### config.mk
export PLATFORM = sky130hd
export DESIGN_NAME = rr_onehot_arbiter
export DESIGN_NICKNAME = d
export VERILOG_FILES = /design/src/rtl/rr_onehot_arbiter_pkg.sv /design/src/rtl/rr_pick.sv /design/src/rtl/rr_onehot_arbiter.sv
export SDC_FILE = /design/constraint.sdc
export NUM_CORES = 1
export LEC_CHECK = 0
export ABC_AREA = 1
export BUFFER_PORTS_ARGS = -buffer_cell sky130_fd_sc_hd__clkbuf_2
export CORE_ASPECT_RATIO = 1.1
export CORE_UTILIZATION = 55
export CTS_BUF_LIST = sky130_fd_sc_hd__clkbuf_8
export CTS_CLUSTER_SIZE = 25
export DETAILED_ROUTE_END_ITERATION = 8
export PLACE_DENSITY_LB_ADDON = 0.15
export SLEW_MARGIN = 30
export SYNTH_ARGS = -nofsm -noshare
export SYNTH_HDL_FRONTEND = slang
export SYNTH_SLANG_ARGS = --single-unit
### constraint.sdc
create_clock -name clk -period 10.4 [get_ports clk]
set_input_delay 2.6 -clock clk [delete_from_list [all_inputs] [get_ports clk]]
set_output_delay 2.6 -clock clk [all_outputs]
set_load 0.005 [all_outputs]
### src/rtl/rr_onehot_arbiter_pkg.sv
// Shared types and helpers for the round-robin one-hot arbiter.
package arb_pkg;

  localparam int unsigned N     = 4;
  localparam int unsigned REQ_W = 1 << N;

  typedef enum logic {IDLE, GRANT} arb_state_t;

  function automatic logic [N-1:0] onehot_idx(input logic [REQ_W-1:0] oh);
    logic [N-1:0] idx;
    idx = '0;
    for (int unsigned i = 0; i < REQ_W; i++) begin
      if (oh[i]) idx = idx | N'(i);
    end
    return idx;
  endfunction

endpackage

### src/rtl/rr_pick.sv
// Combinational round-robin pick: first set request at or after ptr, circularly.
module rr_pick #(
  parameter int unsigned N = 4
) (
  input  logic [(2**N)-1:0] req,
  input  logic [N-1:0]      ptr,
  output logic [(2**N)-1:0] winner
);

  localparam int unsigned REQ_W = 2**N;

  logic [REQ_W-1:0] rot;
  logic [REQ_W-1:0] lsb;

  // Rotate right by ptr so ptr lands at bit 0, isolate lowest set bit, rotate back.
  always_comb begin
    rot    = '0;
    winner = '0;
    for (int unsigned j = 0; j < REQ_W; j++) begin
      rot[j] = req[N'(j + ptr)];
    end
    lsb = rot & (~rot + 1'b1);
    for (int unsigned j = 0; j < REQ_W; j++) begin
      winner[j] = lsb[N'(j - ptr)];
    end
  end

endmodule

### src/rtl/rr_onehot_arbiter.sv
// Round-robin arbiter with a registered one-hot grant and valid/ready handshake.
module rr_onehot_arbiter
  import arb_pkg::*;
(
  input  logic             clk,
  input  logic             rst_n,
  input  logic [REQ_W-1:0] req,
  output logic             gnt_valid,
  output logic [REQ_W-1:0] gnt_onehot,
  input  logic             gnt_ready
);

  arb_state_t       state, state_d;
  logic [N-1:0]     ptr, ptr_d, pick_ptr;
  logic [REQ_W-1:0] winner, gnt_d;
  logic             hs;

  assign hs        = (state == GRANT) && gnt_ready;
  assign gnt_valid = (state == GRANT);

  // A back-to-back pick must already see the pointer advanced past the grant being accepted.
  always_comb begin
    pick_ptr = ptr;
    if (hs) pick_ptr = onehot_idx(gnt_onehot) + 1'b1;
  end

  rr_pick #(.N(N)) u_pick (
    .req    (req),
    .ptr    (pick_ptr),
    .winner (winner)
  );

  always_comb begin
    state_d = state;
    ptr_d   = ptr;
    gnt_d   = gnt_onehot;
    case (state)
      IDLE: begin
        if (|req) begin
          gnt_d   = winner;
          state_d = GRANT;
        end
      end
      GRANT: begin
        if (gnt_ready) begin
          ptr_d = pick_ptr;
          if (|req) begin
            gnt_d = winner;
          end else begin
            gnt_d   = '0;
            state_d = IDLE;
          end
        end
      end
    endcase
  end

  always_ff @(posedge clk or negedge rst_n) begin
    if (!rst_n) begin
      state      <= IDLE;
      ptr        <= '0;
      gnt_onehot <= '0;
    end else begin
      state      <= state_d;
      ptr        <= ptr_d;
      gnt_onehot <= gnt_d;
    end
  end

endmodule

# ---- Word level (Yosys, flattened, before mapping)
# Index checks and enable logic that the tools add are counted.
# W data, S select, Z words.
dict set report totals {
  register_bits 21
}
dict set report op_classes {
  bitwise_logic 3
  n_eq_ne 2
  n_addsub 33
  muxes 88
  magnitude_cmp 32
  n_reduce_logical 4
}
# operator n
set ops {}
lappend ops {{$lt A4 B5 Y1 const B} 32}
lappend ops {{$bmux W1 S4} 32}
lappend ops {{$mux W16} 3}
lappend ops {{$mux W4} 10}
lappend ops {{$mux W1} 35}
lappend ops {{$add A4 B4 Y4 const A} 8}
lappend ops {{$pmux W16 S2} 1}
lappend ops {{$sub A4 B4 Y4 const A} 8}
lappend ops {{$add A16 B1 Y16 const B} 1}
lappend ops {{$add A3 B4 Y4 const A} 4}
lappend ops {{$and A16 B16 Y16} 1}
lappend ops {{$not A16 Y16} 1}
lappend ops {{$reduce_or A16 Y1} 1}
lappend ops {{$sub A3 B4 Y4 const A} 4}
lappend ops {{$mux W3} 4}
lappend ops {{$add A2 B4 Y4 const A} 2}
lappend ops {{$sub A1 B4 Y4 const A} 2}
lappend ops {{$sub A2 B4 Y4 const A} 2}
lappend ops {{$add A1 B4 Y4 const A} 1}
lappend ops {{$add A4 B1 Y4 const B} 1}
lappend ops {{$mux W2} 2}
lappend ops {{$ne A2 B2 Y1 const B} 2}
lappend ops {{$reduce_and A2 Y1} 2}
lappend ops {{$pmux W1 S2} 1}
lappend ops {{2 further kinds} 2}

# ---- Depth between registers and ports, before layout
# Gate-level depths: netlist of the first run.
dict set report logic_depth {
  word_depth 29
  ltp_mapped 30
  ltp_nobuf 29
}

# ---- By module
# A second synthesis of the first run with hierarchy kept.
dict set report unflattened {
  hier_cells 678
  area_unflattened_um2 3696.0
}
# mod cells_per_inst instances area_per_inst_um2
set by_module_without_submodules {}
lappend by_module_without_submodules {rr_pick 528 1 2555.0}
lappend by_module_without_submodules {rr_onehot_arbiter 150 1 1141.1}

# ---- Least setup slack after synthesis of the first run
# OpenSTA, ideal clock, no wires.
dict set report synth_path {
  path_type {input to register}
  from {input gnt_ready}
  to {register gnt_onehot[4]}
  path_stages 28
  setup_ns 0.066
  path_slack_ns 4.796
  t_arrival_ns 5.539
  cell_sequence {nand2_4 > inv_2 > buf_6 > nand2_4 > nand2_8 > buf_4 > clkbuf_1 > ha_1 > clkbuf_1 > inv_1 > clkbuf_1 > nand3_1 > o21ai_1 > nand2_1 > nand2_1 > nand2_1 > nand3_4 > nor2_8 > nand2_4 > nor2_4 > nand3_1 > nand2_1 > nand2_1 > nand2_1 > nand2_1 > nand3_1 > nand2_1 > nand2_1}
}
dict set report synth_via {
  elab_chain_cells 13
  word_cells_on_any_way 61
  cone_classes {add/sub (17); eq/ne (1); mux (39); bitwise (2); reduce/logical (2)}
}
# element line_no
set synth_lines {}
lappend synth_lines {{from (decl)} rr_onehot_arbiter.sv:10} ;# input logic gnt_ready
lappend synth_lines {{$logic_and A1 B1 Y1 *} rr_onehot_arbiter.sv:18} ;# assign hs = (state == GRANT) && gnt_ready;
lappend synth_lines {{$mux W4 *} rr_onehot_arbiter.sv:24} ;# if (hs) pick_ptr = onehot_idx(gnt_onehot) + 1'b1;
lappend synth_lines {{via pick_ptr[0]} rr_onehot_arbiter.sv:14} ;# logic [N-1:0] ptr, ptr_d, pick_ptr;
lappend synth_lines {{$add A1 B4 Y4 (tied with other cells)} rr_pick.sv:20} ;# rot[j] = req[N'(j + ptr)];
lappend synth_lines {{$bmux W1 S4} rr_pick.sv:20}
lappend synth_lines {{$mux W1 (implied by the code)} rr_pick.sv:20}
lappend synth_lines {{$not A16 Y16} rr_pick.sv:22} ;# lsb = rot & (~rot + 1'b1);
lappend synth_lines {{$add A16 B1 Y16} rr_pick.sv:22}
lappend synth_lines {{$and A16 B16 Y16} rr_pick.sv:22}
lappend synth_lines {{$bmux W1 S4 *} rr_pick.sv:24} ;# winner[j] = lsb[N'(j - ptr)];
lappend synth_lines {{$mux W1 (implied by the code) *} rr_pick.sv:24}
lappend synth_lines {{$mux W16} rr_onehot_arbiter.sv:47} ;# if (|req) begin
lappend synth_lines {{$mux W16} rr_onehot_arbiter.sv:45} ;# if (gnt_ready) begin
lappend synth_lines {{$pmux W16 S2 *} rr_onehot_arbiter.sv:37} ;# case (state)
lappend synth_lines {{to (signal assigned)} rr_onehot_arbiter.sv:66} ;# gnt_onehot <= gnt_d;
lappend synth_lines {{to (decl)} rr_onehot_arbiter.sv:9} ;# output logic [REQ_W-1:0] gnt_onehot,
# The timed path passes the listed nets; every way through them passes the cells marked *. The select of a mux whose other input is x is not followed.
# A chain may end at the register's enable or synchronous reset.

# ---- Worst setup path in the final report of the first run
dict set report layout_path {
  from {input gnt_ready}
  to {register gnt_onehot[11]}
}
dict set report layout_via {
  elab_chain_cells 13
  word_cells_on_any_way 61
  cone_classes {add/sub (17); eq/ne (1); mux (39); bitwise (2); reduce/logical (2)}
}
# element line_no
set layout_lines {}
lappend layout_lines {{$logic_and A1 B1 Y1} rr_onehot_arbiter.sv:18}
lappend layout_lines {{$mux W4} rr_onehot_arbiter.sv:24}
lappend layout_lines {{$add A1 B4 Y4 (tied with other cells)} rr_pick.sv:20}
lappend layout_lines {{$bmux W1 S4} rr_pick.sv:20}
lappend layout_lines {{$mux W1 (implied by the code)} rr_pick.sv:20}
lappend layout_lines {{$not A16 Y16} rr_pick.sv:22}
lappend layout_lines {{$add A16 B1 Y16} rr_pick.sv:22}
lappend layout_lines {{$and A16 B16 Y16} rr_pick.sv:22}
lappend layout_lines {{$bmux W1 S4} rr_pick.sv:24}
lappend layout_lines {{$mux W1 (implied by the code)} rr_pick.sv:24}
lappend layout_lines {{$mux W16} rr_onehot_arbiter.sv:47}
lappend layout_lines {{$mux W16} rr_onehot_arbiter.sv:45}
lappend layout_lines {{$pmux W16 S2} rr_onehot_arbiter.sv:37}
# Parallel ways exist; a longest one is shown, timed or not. The select of a mux whose other input is x is not followed.

==> results of run 1 <==
-- Yosys cell counts (2+ instances only) --
master	count	share of area, %
nor2_4	3	0.89
clkbuf_1	8	0.79
inv_2	17	1.7
buf_4	6	1.2
ha_1	2	0.66
o21ai_0	9	1.2
xor2_1	5	1.2
nand3_2	2	0.53
inv_1	49	4.8
nand3_1	136	18
buf_2	7	0.92
a21oi_1	9	1.2
nand2_4	6	1.8
buf_6	4	1.2
nor3_1	2	0.26
nor2_1	36	3.6
nand2_1	373	37
clkinv_1	2	0.20
o21ai_1	8	1.1
or2_2	2	0.33
nand2_2	16	2.6
dfrtp_1	21	14
nor2_2	4	0.66
o211ai_1	3	0.59
nand4_1	9	1.5
-- worst max-delay path by stage --
stage / end / slack [ps] / depth (start not counted)
2_1_floorplan: gnt_onehot[4] / 4800 / 28
3_3_place_gp: gnt_onehot[2] / 4470 / 26
3_5_place_dp: gnt_onehot[15] / 4450 / 25
4_1_cts: gnt_onehot[11] / 4700 / 25
5_1_grt: gnt_onehot[4] / 4160 / 26
6_report: gnt_onehot[11] / 4580 / 25
-- sequential cells by signal, indices dropped and copies added, names as in the netlist --
name,cells
ptr,4
gnt_valid,1
gnt_onehot,16
-- logic make-up (layout without fill, tap and decap cells) --
kind of cell,Yosys count,after routing
xor gates and xnor gates,6,6
and+or+nand+nor,594,594
AOI/OAI and AO/OA,31,31
buffers and inverters,93,108
adders and majority gates,2,2
DFF,21,21
-- area by class of cell --
| cell class | count | area, um^2 | area share, % |
|---|---|---|---|
| Clock buffer | 3 | 41.3 | 1.04 |
| Tap cell | 82 | 103 | 2.57 |
| Timing Repair Buffer | 36 | 183 | 4.58 |
| Multi-Input combinational cell | 633 | 2870 | 72.1 |
| Inverter | 68 | 255 | 6.41 |
| Clock inverter | 1 | 5.00 | 0.126 |
| Sequential cell | 21 | 526 | 13.2 |
-- tightest hold or removal path: stages, from the launching register on --
cell	delay (ps)
dfrtp_1	370
nand2_1	60
nand2_1	50
-- per-stage QoR --
stage,cells,setup slack (ps),hold slack (ps)
finish,844,4580,506
global route,844,4160,541
CTS,844,4700,499
detailed placement,840,4450,477
global placement,840,4470,473
floorplan,747,4800,472
-- per-layer routing --
layer	share of wire, %	up-vias
met2	47	242
met4	3.7	0
met1	41	2162
met3	8.4	32
li1	-	2401
met5	0	-
-- cell usage in the layout (no fill, tap or decap), types with 6 or more instances in the layout --
cell type | Yosys | routed
nand4_1 | 9 | 9
nand2_1 | 373 | 373
nand2_2 | 16 | 16
a21oi_1 | 9 | 9
nand2_4 | 6 | 6
nor2_1 | 36 | 35
inv_2 | 17 | 17
inv_1 | 49 | 49
clkbuf_2 | 0 | 35
o21ai_0 | 9 | 9
nand3_1 | 136 | 136
dfrtp_1 | 21 | 21
o21ai_1 | 8 | 8
==> flow_summary.ini, run 1 <==
[worst_hold_path]
hp-start = gnt_onehot[0]
holdPathStages = 2
min_to = gnt_onehot[0]
holdCritPathClass = flop to flop

[critical_path]
regToRegEndpoint = gnt_onehot[11]
worst_path_most_repeated_cell = nand2_1
worstSetupEndpointType = flop
startpoint_type = input pin
timing.rr.start = gnt_onehot[5]
critPathMaxFanout = 44
cpPeakStageDelay_ps = 310
crit_type = input pin to flop
crit_arrival_ps = 6020
crit_start = gnt_ready
reg2reg_slack_ps = 6190
required_ps = 10590
critical_path.top_delay_family = simple AND/OR/NAND/NOR gates
r2r_cells = 28
path_buf_inv = 4
cpMaxStageDelayCell = nand2_1

[clock_tree]
clockRootBuffer = clkbuf_8
postCtsHoldBufs = 0
cts_sinks = 21
cts_tree = built
cts_buffer_depth = 2
numCtsBuffers = 3
clk_pin_slew_ps = 80
postCtsResizedCells = 0
clock_latency_ps = 270
htreeDepth = 1
cts_setup_buffers = 0

[outcome]
status = finished, final reports clean

[route]
detail-route-antenna-nets = 0
drt_iter0_markers = 547
via_per_inst = 5.73
dr.pass1.iters = 5
route.detailed.wl_per_inst_um = 15.1
vias = 4837
totalWireLength_um = 12700
drc_errors = 0

[finish]
postLayoutCoreUtil_pct = 60.1
drive_gt1_share_pct = 12.6
syn2layout_area_growth_pct = 4.70
diodes = 0
fill_cells = 714
nNetsFinal = 784
final_area_mm2 = 0.00399

[global_route]
grt_use_met1_pct = 45.4
grt_pass1_vias = 3998
grt_antenna_before_repair = 0
grt-ovfl-total = 0
use_met3_pct = 1.22
grt_max_degree = 45
grt_use_total_pct = 35.1
grt_pass1_wl_um = 19300
busiest_layer = met2
met2_usage_pct = 60.1

[logic_synthesis]
synth_edf_count = 0
synth_fa_ha_area_share_pct = 0.657
syn_area_mm2 = 0.00381
async_flop_share_pct = 100
ys_types = 33
synthMuxAreaShare_pct = 0
yosys_warnings = 0
syn_avg_cell_area_um2 = 5.10
synth_seq_area_share_pct = 13.8
ys_seq_elements = 21
post_synth_xor_area_fraction_pct = 1.38
synthSimpleGateAreaFrac_pct = 68.7
synth_cells = 747
syn_nets = 768
synth_top_family_by_area = simple AND/OR/NAND/NOR gates
ys.flop_type = dfrtp_1
synth_compound_area_share_pct = 4.70

[floorplanning]
pin_count = 36
die_w_um = 81.3
die_h_um = 89.3
dieArea_mm2 = 0.00726
fp.coreArea_mm2 = 0.00663
fp-row-count = 31
start_util_pct = 57.4

[sta]
finalHoldViolations = 0
tightest_slew_ps = 678
period_needed_ps = 5820
relSlewSlack_pct = 54.5
skew_ps = 13.7
fin_setup_tns_ps = 0
finalMaxSlewViolations = 0
period_share_pct = 56.0
setup_viol = 0
fmaxAchievable_mhz = 172
rsz0062_at_grt = no

[placement]
place.gp.congestion = 1.04
port_buffers = 35
dp_hpwl_um = 10100
placed_area_mm2 = 0.00394

[run]
cap_violations = 0
Power of run 1 is left out: the tool's default activity adds up to more than one toggle a clock period on the data nets, which glitch-free logic cannot reach.
==> inputs of run 2 (changes only) <==
- clock period: 10.4 -> 5.3 ns (I/O delays scaled with it)
==> flow_summary.ini, run 2 (synthesis results as in run 1) <==
[critical_path]
critical_path.top_delay_family = simple AND/OR/NAND/NOR gates
critPathMaxFanout = 44
worst_path_most_repeated_cell = nand2_1
cpPeakStageDelay_ps = 560
startpoint_type = input pin
crit_arrival_ps = 4750
required_ps = 5490
cpMaxStageDelayCell = ha_1
crit_type = input pin to flop
path_buf_inv = 4
worstSetupEndpointType = flop
path_cells = clkbuf_2, nand2_4, inv_2, nand2_4, nand2_8, ha_1, inv_1, nand3_1, nand2_1, nand2_1, nand2_1, nand2_1, nand3_4, inv_2, nand2_1, nor2_1, nand3_1, nand2_1, nand2_1, nand2_1, nand3_1, nand3_1, nand2_1, nand2_1

[global_route]
grt_antenna_before_repair = 0
grt_pass1_vias = 4069
grt_use_total_pct = 35.3
grt_pass1_wl_um = 19500
grt_max_degree = 45
grt-ovfl-total = 0

[clock_tree]
htreeDepth = 1
cts_sinks = 21
cts_buffer_depth = 2
clockRootBuffer = clkbuf_8
clock_latency_ps = 260
postCtsResizedCells = 0
cts_setup_buffers = 0
numCtsBuffers = 3
postCtsHoldBufs = 0
clk_pin_slew_ps = 80
cts_tree = built

[route]
drt_iter0_markers = 368
detail-route-antenna-nets = 0
via_per_inst = 5.56
vias = 4695
dr.pass1.iters = 5
dr_wl_met2_um = 5770
dr.max_layer_used = met4
m1WireLength_um = 5320
route.detailed.wl_per_inst_um = 14.5
drc_errors = 0
totalWireLength_um = 12300
met3_length_um = 690

[sta]
period_share_pct = 86.0
period_needed_ps = 4560
setup_viol = 0
fin_setup_tns_ps = 0
finalMaxSlewViolations = 0
relSlewSlack_pct = 58.6
fmaxAchievable_mhz = 220
tightest_slew_ps = 617
rsz0062_at_grt = no
hold_ws_ps = 496
finalHoldViolations = 0
skew_ps = 5.75

[placement]
placed_area_mm2 = 0.00394
dp_hpwl_um = 9890
place.gp.congestion = 0.994
port_buffers = 35

[run]
cap_violations = 0

[finish]
final_common_cell = nand2_1
final_area_mm2 = 0.00399
largest_register = gnt_onehot
syn2layout_area_growth_pct = 4.70
largest_reg_flops = 16
nNetsFinal = 784
most-common-layout-cells = nand2_1, nand3_1, inv_1
multi_input_area_mm2 = 0.00287
ff_latch_area_um2 = 526
diodes = 0
fill_cells = 726
drive_gt1_share_pct = 12.6
postLayoutCoreUtil_pct = 60.1

[floorplanning]
die_h_um = 89.3
start_util_pct = 57.4
dieArea_mm2 = 0.00726
fp-row-count = 31
pin_count = 36
die_w_um = 81.3
fp.coreArea_mm2 = 0.00663

[worst_hold_path]
holdCritPathClass = flop to flop

[outcome]
status = finished, final reports clean
run 2: cell counts in the layout (fill, tap and decap cells not counted):
No cell type changed its count.
run 2: cell type report:
cell class	count	share of cell area (%)
Tap cell	82	2.57
Clock inverter	1	0.126
Sequential cell	21	13.2
Inverter	68	6.41
Timing Repair Buffer	36	4.58
Multi-Input combinational cell	633	72.1
Clock buffer	3	1.04
run 2: path summary, 6_finish.rpt:
| path | from | end | slack, ps | cells after the start |
|---|---|---|---|---|
| max in group asynchronous | rst_n | gnt_onehot[5] | 3950 | 1 |
| hold / removal | gnt_onehot[0] | gnt_onehot[0] | 500 | 2 |
| hold reg to reg | gnt_onehot[0] | gnt_onehot[0] | 500 | 2 |
| setup reg to reg | gnt_onehot[13] | gnt_onehot[2] | 1380 | 28 |
| min in group asynchronous | rst_n | ptr[2] | 1010 | 1 |
| setup / recovery | gnt_ready | gnt_onehot[15] | 740 | 24 |
run 2: routing by layer:
metal | track usage (%) | vias up
met5 | 0 | -
met4 | 15.1 | 0
met3 | 2.65 | 30
met2 | 61.1 | 165
met1 | 44.6 | 2106
li1 | - | 2394
run 2: per-stage QoR:
stage          setup WS (ps)  instances
2_1_floorplan            971        747
3_3_place_gp             617        840
3_5_place_dp             601        840
4_1_cts                  855        844
5_1_grt                  404        844
6_report                 744        844
run 2: worst register-to-register path: cells and delay by family (launching register included):
kind	cells	cell delay, ps
simple gates	21	2300
buf+inv	4	550
flops	1	420
compound gates	2	300
fa+ha+maj	1	280
Power of run 2 is left out for the same reason.
==> inputs of run 3 (changes only) <==
- PLACE_DENSITY: unset -> 0.81
- PLACE_DENSITY_LB_ADDON: 0.15 -> unset
==> flow_summary.ini, run 3 (synthesis results as in run 1) <==
[critical_path]
r2r_cells = 28
worstSetupEndpointType = flop
reg2reg_slack_ps = 1270
startpoint_type = input pin
required_ps = 5500
crit_type = input pin to flop
crit_arrival_ps = 4730
critPathMaxFanout = 44
timing.rr.start = gnt_onehot[3]
crit_start = gnt_ready

[finish]
fin_cells = 845
syn2layout_area_growth_pct = 4.80
final_area_mm2 = 0.00399
largest_reg_flops = 16
diodes = 0
fill_cells = 720
nNetsFinal = 785
drive_gt1_share_pct = 12.5
largest_register = gnt_onehot
most-common-layout-cells = nand2_1, nand3_1, inv_1
final_common_cell = nand2_1

[placement]
place_inst = 841
place.gp.congestion = 1.08
dp_slack_ps = 591
dp_hpwl_um = 10100
placed_area_mm2 = 0.00394
port_buffers = 35

[sta]
tightest_slew_ps = 917
period_needed_ps = 4520
relSlewSlack_pct = 38.6
period_share_pct = 85.4
setup_viol = 0
worst_slack_ps = 775
skew_ps = 7.46
fin_setup_tns_ps = 0
fmaxAchievable_mhz = 221
finalHoldViolations = 0
finalMaxSlewViolations = 0
rsz0062_at_grt = no

[route]
totalWireLength_um = 12700
drc_errors = 0
via_per_inst = 5.70
detail-route-antenna-nets = 0
drt_iter0_markers = 466
route.detailed.wl_per_inst_um = 15.0
vias = 4815
dr.pass1.iters = 6

[clock_tree]
clock_latency_ps = 260
postCtsResizedCells = 0
numCtsBuffers = 3
cts_setup_buffers = 0
cts_sinks = 21
cts_tree = built
htreeDepth = 1
clockRootBuffer = clkbuf_8
cts_buffer_depth = 2
postCtsHoldBufs = 0
clk_pin_slew_ps = 80

[floorplanning]
start_util_pct = 57.4
dieArea_mm2 = 0.00726
fp-row-count = 31
pin_count = 36
die_w_um = 81.3
fp.coreArea_mm2 = 0.00663
die_h_um = 89.3

[global_route]
grt_use_total_pct = 36.2
grt_pass1_vias = 4229
grt_max_degree = 45
grt_antenna_before_repair = 0
grt_pass1_wl_um = 20000
grt-ovfl-total = 0

[outcome]
status = finished, final reports clean

[worst_hold_path]
holdCritPathClass = flop to flop
holdPathStages = 2
hp-start = gnt_onehot[0]

[run]
cap_violations = 0
==> run 3: cell types whose count changed in the layout (fill, tap and decap cells not counted) <==
cell	change
inv_1	+1
nor2_2	-1
buf_4	+1
nor2_1	+1
clkinv_2	-1
==> run 3: critical path, stage by stage <==
cell	delay, ps
clkbuf_2	120
nand2_4	100
inv_2	120
nand2_4	210
nand2_8	210
ha_1	560
inv_1	250
nand3_1	180
nand2_1	70
nand2_1	90
nand2_1	70
nand2_1	100
nand3_4	130
inv_2	100
nand2_1	70
nor2_1	210
nand4_1	140
nand2_1	120
nand2_1	70
nand2_1	100
nand2_1	90
nand3_1	120
nand2_1	80
nand2_1	60
==> run 3: layout make-up <==
cell class	instances	area [um^2]	share of cell area, %
Multi-Input combinational cell	633	2870	72.0
Sequential cell	21	526	13.2
Inverter	68	255	6.40
Timing Repair Buffer	37	190	4.77
Tap cell	82	103	2.57
Clock buffer	3	41.3	1.04
Clock inverter	1	3.75	0.0941
==> run 3: worst paths after layout <==
path / end
max in group asynchronous: gnt_onehot[1]
min in group asynchronous: ptr[1]
setup / recovery: gnt_onehot[6]
hold reg to reg: gnt_onehot[0]
hold / removal: gnt_onehot[0]
setup reg to reg: gnt_onehot[6]
==> run 3: metrics by stage <==
stage,hold slack (ps),utilization (%)
after floorplan,472,-
after global routing,553,60.1
after detailed placement,471,59.5
final,505,60.1
after global placement,473,59.5
after CTS,498,60.1
==> run 3: per-layer routing <==
metal / vias up / global-route usage [%] / wire, um
met5: - / 0 / 0
met1: 2167 / 44.9 / 5190
li1: 2396 / - / -
met4: 0 / 14.6 / 417
met2: 220 / 64.6 / 6130
met3: 32 / 2.14 / 926
Power of run 3 is left out for the same reason.
